**config.mk**
```make
export PLATFORM = sky130hd
export DESIGN_NAME = overlay_mixer
export DESIGN_NICKNAME = d
export VERILOG_FILES = /design/src/rtl/overlay_mixer_pkg.sv /design/src/rtl/reveal_ctrl.sv /design/src/rtl/overlay_mixer.sv
export SDC_FILE = /design/constraint.sdc
export NUM_CORES = 1
export LEC_CHECK = 0
export ABC_AREA = 0
export CORE_ASPECT_RATIO = 2
export CORE_MARGIN = 1.5
export CORE_UTILIZATION = 35
export DETAILED_ROUTE_END_ITERATION = 8
export MAX_ROUTING_LAYER = met4
export PLACE_DENSITY = 0.58
export SYNTH_ARGS = -nofsm -noshare
export SYNTH_HDL_FRONTEND = slang
export SYNTH_SLANG_ARGS = --single-unit
```
**constraint.sdc**
```tcl
create_clock -name clk -period 3.4 [get_ports clk]
set_clock_uncertainty 0.05 [all_clocks]
set_input_delay 0.34 -clock clk [delete_from_list [all_inputs] [get_ports clk]]
set_output_delay 0.34 -clock clk [all_outputs]
set_load 0.005 [all_outputs]
```
**src/rtl/overlay_mixer_pkg.sv**
```systemverilog
// Shared types and constants for the overlay mixer: FSM state encoding,
// colour constants, the stage-1 pixel bundle and the colour priority rule.
package overlay_mixer_pkg;

  localparam int V_ACTIVE_DEF = 480;
  localparam int LINE_W       = 10;
  localparam int HOLD_W       = 8;
  localparam int RGB_W        = 6;

  typedef enum logic [1:0] {
    ST_IDLE    = 2'd0,
    ST_REVEAL  = 2'd1,
    ST_HOLD    = 2'd2,
    ST_CONCEAL = 2'd3
  } state_e;

  localparam logic [RGB_W-1:0] RGB_BLACK = 6'b000000;
  localparam logic [RGB_W-1:0] RGB_WHITE = 6'b111111;

  typedef struct packed {
    logic             active;
    logic             hsync;
    logic             vsync;
    logic             text_draw;
    logic             em_vis;
    logic [RGB_W-1:0] text_rgb;
    logic [RGB_W-1:0] emblem_rgb;
    logic [RGB_W-1:0] pattern_rgb;
  } pix_s;

  // Blanking beats everything, then text, then the gated emblem, then background.
  function automatic logic [RGB_W-1:0] mix_colour(input pix_s p);
    if (!p.active)       return RGB_BLACK;
    else if (p.text_draw) return p.text_rgb;
    else if (p.em_vis)    return p.emblem_rgb;
    else                  return p.pattern_rgb;
  endfunction

endpackage

```
**src/rtl/reveal_ctrl.sv**
```systemverilog
// Per-frame emblem animation: vsync rise detector, IDLE/REVEAL/HOLD/CONCEAL
// FSM, reveal line and hold counter. Everything moves only on frame events.
module reveal_ctrl
  import overlay_mixer_pkg::*;
#(
  parameter int REVEAL_STEP = 4,
  parameter int HOLD_FRAMES = 120,
  parameter int V_ACTIVE    = V_ACTIVE_DEF
) (
  input  logic              clk,
  input  logic              rst_n,
  input  logic              vsync_i,
  input  logic              enable_i,
  output logic [LINE_W-1:0] reveal_line_o,
  output logic              busy_o
);

  localparam logic [LINE_W:0] STEP_X = (LINE_W+1)'(REVEAL_STEP);
  localparam logic [LINE_W:0] VACT_X = (LINE_W+1)'(V_ACTIVE);
  localparam logic [HOLD_W:0] HOLD_X = (HOLD_W+1)'(HOLD_FRAMES);

  state_e              state_q;
  logic [LINE_W-1:0]   reveal_line_q;
  logic [HOLD_W-1:0]   hold_cnt_q;
  logic                busy_q;
  logic                vsync_q;
  logic                sample_vld_q;

  logic                frame_evt;
  logic [LINE_W:0]     line_ext, line_sum, line_up, line_dn;
  logic [HOLD_W:0]     hold_inc;
  logic                hold_done;

  // sample_vld_q keeps the first clock after reset from treating a vsync
  // that was already high as a fresh rise.
  assign frame_evt = vsync_i & ~vsync_q & sample_vld_q;

  always_comb begin
    line_ext  = {1'b0, reveal_line_q};
    line_sum  = line_ext + STEP_X;
    line_up   = (line_sum >= VACT_X) ? VACT_X : line_sum;
    line_dn   = (line_ext <= STEP_X) ? '0 : line_ext - STEP_X;
    hold_inc  = {1'b0, hold_cnt_q} + 1'b1;
    hold_done = (hold_inc >= HOLD_X);
  end

  // NOTE: sequential state uses non-blocking assignments so every register
  // samples the pre-edge values regardless of statement order.
  always_ff @(posedge clk or negedge rst_n) begin
    if (!rst_n) begin
      state_q       <= ST_IDLE;
      reveal_line_q <= '0;
      hold_cnt_q    <= '0;
      busy_q        <= 1'b0;
      vsync_q       <= 1'b0;
      sample_vld_q  <= 1'b0;
    end else begin
      vsync_q      <= vsync_i;
      sample_vld_q <= 1'b1;
      if (frame_evt) begin
        if (!enable_i) begin
          state_q       <= ST_IDLE;
          reveal_line_q <= '0;
          hold_cnt_q    <= '0;
          busy_q        <= 1'b0;
        end else begin
          busy_q <= 1'b1;
          unique case (state_q)
            // IDLE always holds reveal_line at 0, so it shares REVEAL's step.
            ST_IDLE, ST_REVEAL: begin
              reveal_line_q <= line_up[LINE_W-1:0];
              if (line_up == VACT_X) begin
                state_q    <= ST_HOLD;
                hold_cnt_q <= '0;
              end else begin
                state_q <= ST_REVEAL;
              end
            end
            ST_HOLD: begin
              if (hold_done) begin
                state_q    <= ST_CONCEAL;
                hold_cnt_q <= '0;
              end else begin
                hold_cnt_q <= hold_inc[HOLD_W-1:0];
              end
            end
            ST_CONCEAL: begin
              reveal_line_q <= line_dn[LINE_W-1:0];
              if (line_dn == '0) state_q <= ST_REVEAL;
            end
            default: state_q <= ST_IDLE;
          endcase
        end
      end
    end
  end

  assign reveal_line_o = reveal_line_q;
  assign busy_o        = busy_q;

endmodule

```
**src/rtl/overlay_mixer.sv**
```systemverilog
// Two-stage pixel compositor: stage 1 registers the pixel inputs plus the
// reveal-gated emblem flag, stage 2 registers the prioritised colour.
module overlay_mixer
  import overlay_mixer_pkg::*;
#(
  parameter int REVEAL_STEP = 4,
  parameter int HOLD_FRAMES = 120,
  parameter int V_ACTIVE    = V_ACTIVE_DEF
) (
  input  logic             clk,
  input  logic             rst_n,
  input  logic [LINE_W-1:0] y,
  input  logic             active,
  input  logic             hsync_in,
  input  logic             vsync_in,
  input  logic [RGB_W-1:0] pattern_rgb,
  input  logic             emblem_draw,
  input  logic [RGB_W-1:0] emblem_rgb,
  input  logic             text_draw,
  input  logic [RGB_W-1:0] text_rgb,
  input  logic             enable,
  output logic [RGB_W-1:0] rgb_out,
  output logic             hsync_out,
  output logic             vsync_out,
  output logic             busy
);

  logic [LINE_W-1:0] reveal_line;
  pix_s              s1_d, s1_q;
  logic [RGB_W-1:0]  rgb_q;
  logic              hsync_q, vsync_q;

  reveal_ctrl #(
    .REVEAL_STEP(REVEAL_STEP),
    .HOLD_FRAMES(HOLD_FRAMES),
    .V_ACTIVE   (V_ACTIVE)
  ) u_ctrl (
    .clk          (clk),
    .rst_n        (rst_n),
    .vsync_i      (vsync_in),
    .enable_i     (enable),
    .reveal_line_o(reveal_line),
    .busy_o       (busy)
  );

  // reveal_line is read live here; it only moves at the vsync rise, which
  // falls after the last visible row, so a frame never sees two values.
  always_comb begin
    s1_d.active      = active;
    s1_d.hsync       = hsync_in;
    s1_d.vsync       = vsync_in;
    s1_d.text_draw   = text_draw;
    s1_d.em_vis      = emblem_draw & (y < reveal_line);
    s1_d.text_rgb    = text_rgb;
    s1_d.emblem_rgb  = emblem_rgb;
    s1_d.pattern_rgb = pattern_rgb;
  end

  always_ff @(posedge clk or negedge rst_n) begin
    if (!rst_n) begin
      s1_q    <= '0;
      rgb_q   <= RGB_BLACK;
      hsync_q <= 1'b0;
      vsync_q <= 1'b0;
    end else begin
      s1_q    <= s1_d;
      rgb_q   <= mix_colour(s1_q);
      hsync_q <= s1_q.hsync;
      vsync_q <= s1_q.vsync;
    end
  end

  assign rgb_out   = rgb_q;
  assign hsync_out = hsync_q;
  assign vsync_out = vsync_q;

endmodule

```
Word-level counts from Yosys, hierarchy flattened:

Index checks and enable logic that the tools add are counted.

* reduce and logical (&&, ||, !) cells: 6
* order comparisons: 4
* bitwise gates (word level): 4
* add/subtract/negate cells: 3
* equality and inequality tests: 9
* multiplexer cells: 17

Operator list (number)
* $mux 8: 3
* $mux 11: 2
* $pmux 10 s2: 1
* $mux 6: 3
* $pmux 8 s2: 1
* $add 10x3->11 const B: 1
* $eq 11x9->1 const B: 1
* $ge 11x9->1 const B: 1
* $logic_not 11->1: 1
* $sub 10x3->11 const B: 1
* $le 10x3->1 const B: 1
* $lt 10x10->1: 1
* $mux 10: 1
* $add 8x1->9 const B: 1
* $ge 9x7->1 const B: 1
* $ne 3x2->1 const B: 3
* $mux 2: 4
* $ne 3x1->1 const B: 2
* $pmux 2 s3: 1
* $reduce_and 3->1: 2
* $eq 2x2->1 const B: 2
* $and 1x1->1: 3
* $eq 2x1->1 const B: 1
* $logic_not 2->1: 1
* 4 further kinds: 4

* logic and storage cells: 59
* input port bits: 36
* flip-flop bits (word level): 53
* output and inout port bits: 9

Depth between registers and ports, before layout:

* depth in word-level cells: 7
* depth in mapped cells: 9
* gate-level depth less buffers: 8

Hierarchy:

From an unflattened synthesis, not the netlist that was laid out.

* cells, all modules: 289
* area total of the unflattened synthesis: 2830.2 um^2

By module, submodules not included
* reveal_ctrl: area an instance 1650.3 um^2, instances 1, sequential area each 575.6 um^2, cells an instance 200
* overlay_mixer: area an instance 1179.9 um^2, instances 1, sequential area each 775.7 um^2, cells an instance 89

Least setup slack after synthesis:

Ideal clock, no wire load.

* path type: reg2reg
* start: reg u_ctrl.reveal_line_q[3], in the netlist u_ctrl.reveal_line_o[3]
* end: reg u_ctrl.hold_cnt_q[1]
* setup time: 0.128 ns
* path buffers: 0
* required time: 3.222 ns
* setup slack: 1.046 ns
* stages on the path, launching flop included: 8
* period minus slack after synthesis: 2.354 ns
* data arrival time: 2.176 ns
* cells stage by stage: dfrtp_1 > ha_1 > and4b_1 > a22o_2 > a211oi_1 > nor4_4 > o21ai_2 > mux2_1

* cells in the longest elaborated chain, start to end: 6

RTL lines
* start: declaration: line reveal_ctrl.sv:23 `logic [LINE_W-1:0] reveal_line_q;`
* start signal: assignment: line reveal_ctrl.sv:71 `reveal_line_q <= line_up[LINE_W-1:0];`
* start signal: assignment: line reveal_ctrl.sv:88 `reveal_line_q <= line_dn[LINE_W-1:0];`
* $add 10x3->11 (*): line reveal_ctrl.sv:40 `line_sum = line_ext + STEP_X;`
* $ge 11x9->1: line reveal_ctrl.sv:41 `line_up = (line_sum >= VACT_X) ? VACT_X : line_sum;`
* $mux 11 (*): line reveal_ctrl.sv:41
* $eq 11x9->1 (*): line reveal_ctrl.sv:72 `if (line_up == VACT_X) begin`
* $ne 3x2->1 (no source line) (*)
* $reduce_and 3->1 (no source line) (*)
* end signal: assignment: line reveal_ctrl.sv:84 `hold_cnt_q <= hold_inc[HOLD_W-1:0];`
* end: declaration: line reveal_ctrl.sv:24 `logic [HOLD_W-1:0] hold_cnt_q;`

Every way passes the cells marked *; elsewhere a longest branch is shown, timed or not.
A chain may end at the register's enable or synchronous reset.

Worst setup path in the final report:

* start: reg u_ctrl.reveal_line_q[2], in the netlist u_ctrl.reveal_line_o[2]
* end: reg u_ctrl.hold_cnt_q[3]

The elaborated chain is that of the path after synthesis.

==> results.json <==
{
  "place_area_um2": 3300,
  "clockBufferDepth": 2,
  "num_io_pins": 45,
  "worstSetupStartpointType": "register",
  "die_h_um": 130,
  "grt.total_usage_pct": 16.5,
  "tightest_slew_ns": 0.740,
  "dp_hpwl_um": 4550,
  "switching_share_pct": 28.7,
  "routed_via_density": 5.19,
  "ys.flop_type": "dfrtp_1",
  "synth_fp_nets": 323,
  "max_stage_delay_ns": 0.50,
  "fp-row-count": 46,
  "worst_setup_path_end_kind": "register",
  "synthToLayoutAreaGrowth_pct": 23.2,
  "via_count": 2135,
  "finalSetupViolations": 0,
  "ctsResizeCount": 0,
  "p_leak_uw": 0.00144,
  "pre_cts_ws_ns": 0.751,
  "pwr-share-clk_pct": 33.1,
  "critPathArrivalTime_ns": 2.78,
  "slew_headroom_pct": 50.6,
  "layout.nets": 364,
  "synth-adder-area-share_pct": 6.25,
  "worstSetupPathType": "register to register",
  "drc_errors": 0,
  "slowest_stage": "dfrtp_1",
  "antenna_left": 0,
  "layout-drive-gt1-share_pct": 8.57,
  "syn_inst": 273,
  "rsz0062_at_grt": "false",
  "start_util_pct": 35.8,
  "setup_ws_ns": 0.743,
  "synth_area_um2": 2800,
  "grt_max_degree": 35,
  "clock_sinks": 53,
  "maxSlewViolCount": 0,
  "synthSimpleGateAreaFrac_pct": 17.9,
  "grt_pass1_wl_um": 10600,
  "wirelength_um": 6130,
  "firstDrtPassIters": 4,
  "drt-initial-drc-count": 101,
  "p_switching_uw": 458,
  "post_cts_buffers": 0,
  "stdcell_area_um2": 3450,
  "wl_per_cell_um": 14.9,
  "synth_seq_area_share_pct": 47.3,
  "seq_power_share_pct": 45.9,
  "final_hold_viol_count": 0,
  "syn_avg_cell_area_um2": 10.3,
  "die_area_um2": 8590,
  "internal_power_uw": 1140,
  "power.density_nw_per_um2": 462,
  "ys_ff_latch": 53,
  "max_cap_violations": 0,
  "synthXorXnorAreaFrac_pct": 1.87,
  "synthMuxAreaShare_pct": 4.42,
  "insertion_delay_ns": 0.29,
  "diodes": 0,
  "worstPathRequired_ns": 3.53,
  "die_w_um": 66.3,
  "grt_overflow": 0,
  "synth_compound_area_share_pct": 17.6,
  "synth_cell_types": 65,
  "synth_area_leaders": "dfrtp_1, ha_1, o21ai_0",
  "cts_root_buf": "clkbuf_16",
  "synth_async_sr_flop_share_pct": 100,
  "cts_tree": "built",
  "peakVddDrop_mv": 0.256,
  "hold_class": "primary input to async pin",
  "yosysWarnings": 0,
  "p_comb_share_pct": 21.1,
  "yosysTopAreaCell": "dfrtp_1",
  "finalSetupTns_ns": 0,
  "status": "finished, final reports clean",
  "cts-htree-levels": 2,
  "crit_chain": "ha_1, and4b_1, a22o_2, a211oi_1, nor4_4, o21ai_2, mux2_1",
  "cts_hold_buf": 0,
  "portBuffers": 44,
  "grt_pass1_vias": 2179,
  "period_needed_ns": 2.66,
  "clk_pin_slew_worst_paths_ns": 0.07,
  "fmax_mhz": 376,
  "crit_path_max_fanout": 13,
  "coreArea_um2": 7830,
  "synth_edf_count": 0,
  "synth_top_cell_area_share_pct": 47.3,
  "fin_hold_ws_ns": 0.0535,
  "antenna_found_initial": 0,
  "post-route-period-util_pct": 78.1,
  "synth_top_family_by_area": "simple AND/OR/NAND/NOR gates",
  "place.gp.congestion": 0.900,
  "cts_inserted_buffers": 5
}
[per-stage QoR]
step,std cells,power [uW],utilization (%)
3_3_place_gp,403,1080,42.1
3_5_place_dp,403,1080,42.1
4_1_cts,411,1610,44.1
5_1_grt,411,1700,44.1
6_report,411,1600,44.1
2_1_floorplan,273,965,-
[metal layers]
metal / up-vias / wire length [um] / GRT usage, %
met5: - / 0 / -
met4: 0 / 157 / 6.48
met3: 12 / 314 / 3.56
met2: 63 / 2890 / 25.1
met1: 1000 / 2780 / 21.4
li1: 1060 / - / -
[sequential cells by signal, indices dropped and copies added (netlist names)]
register              flops
s1_q                     22
u_ctrl.vsync_q            1
rgb_out                   6
vsync_out                 1
u_ctrl.reveal_line_o     10
u_ctrl.hold_cnt_q         8
u_ctrl.sample_vld_q       1
hsync_out                 1
u_ctrl.state_q            2
u_ctrl.busy_o             1
[layout make-up]
class                           count  area, um^2
Clock buffer                        6         139
Sequential cell                    53        1330
Inverter                           15        56.3
Tap cell                           96         120
Fill cell                         765        4370
Clock inverter                      2        17.5
Timing Repair Buffer               45         443
Multi-Input combinational cell    194        1350
[worst max-delay path: cells and delay by family, from the launching register on]
family	cells	cell delay, ns
compound gates	3	0.96
flops	1	0.50
simple gates	2	0.37
mux	1	0.35
fa+ha+maj	1	0.32
[cells in the final DEF (no fill, tap or decap), types with 2 or more instances in the layout]
master	n
a211o_1	3
a211oi_1	2
a21o_1	4
a21oi_1	8
a221o_1	2
a22o_1	2
and2_1	7
and2_2	2
clkbuf_16	5
clkdlybuf4s50_1	43
dfrtp_1	53
ha_1	14
inv_1	15
mux2_1	2
mux2i_1	9
nand2_1	24
nand2b_1	4
nand3_1	5
nor2_1	18
nor3_1	9
nor4_1	3
o21ai_0	22
o21ai_1	2
o221ai_1	2
o31ai_1	4
or2_2	3
or3_1	4
xnor2_1	3
xor2_1	3
[power groups by stage]
stage | clock network (uW) | logic, uW | registers, uW
2_1_floorplan | 0 | 261 | 704
3_3_place_gp | 0 | 336 | 742
3_5_place_dp | 0 | 338 | 743
4_1_cts | 544 | 340 | 731
5_1_grt | 578 | 382 | 741
6_report | 527 | 336 | 732
[kinds of logic (layout without fill, tap and decap cells)]
logic type                 after synthesis  count (layout)
AOI/OAI and AO/OA                       69              69
DFF                                     53              53
buffers and inverters                   26              68
xor gates and xnor gates                 6               6
muxes                                   12              12
and+or+nand+nor                         92              92
other                                    1               1
adders and majority gates               14              14
[cells in the mapped netlist (2+ instances only)]
cell type,instances
o221ai_1,2
o21ai_0,22
a211o_1,3
or2_2,3
and2_1,7
nor2_1,18
nand3_1,5
a221o_1,2
dfrtp_1,53
or3_1,4
inv_1,15
nor4_1,3
xor2_1,3
clkbuf_1,5
buf_6,2
a211oi_1,2
buf_2,2
mux2_1,2
nand2_1,24
a21o_1,4
ha_1,14
nand2b_1,4
nor3_1,9
mux2i_1,9
a22o_1,2
o21ai_1,2
o31ai_1,4
and2_2,2
xnor2_1,3
a21oi_1,8
[path summary, 6_finish.rpt]
path / from / endpoint / slack, ns / cells past startpoint
min in group clk: s1_q[21] / hsync_out / 0.30 / 0
hold / removal: rst_n / rgb_out[4] / 0.05 / 1
max in group asynchronous: rst_n / u_ctrl.hold_cnt_q[7] / 2.49 / 2
setup reg to reg: u_ctrl.reveal_line_o[2] / u_ctrl.hold_cnt_q[3] / 0.74 / 7
hold reg to reg: s1_q[21] / hsync_out / 0.30 / 0
setup / recovery: u_ctrl.reveal_line_o[2] / u_ctrl.hold_cnt_q[3] / 0.74 / 7
Power figures use the tool's default switching activity.
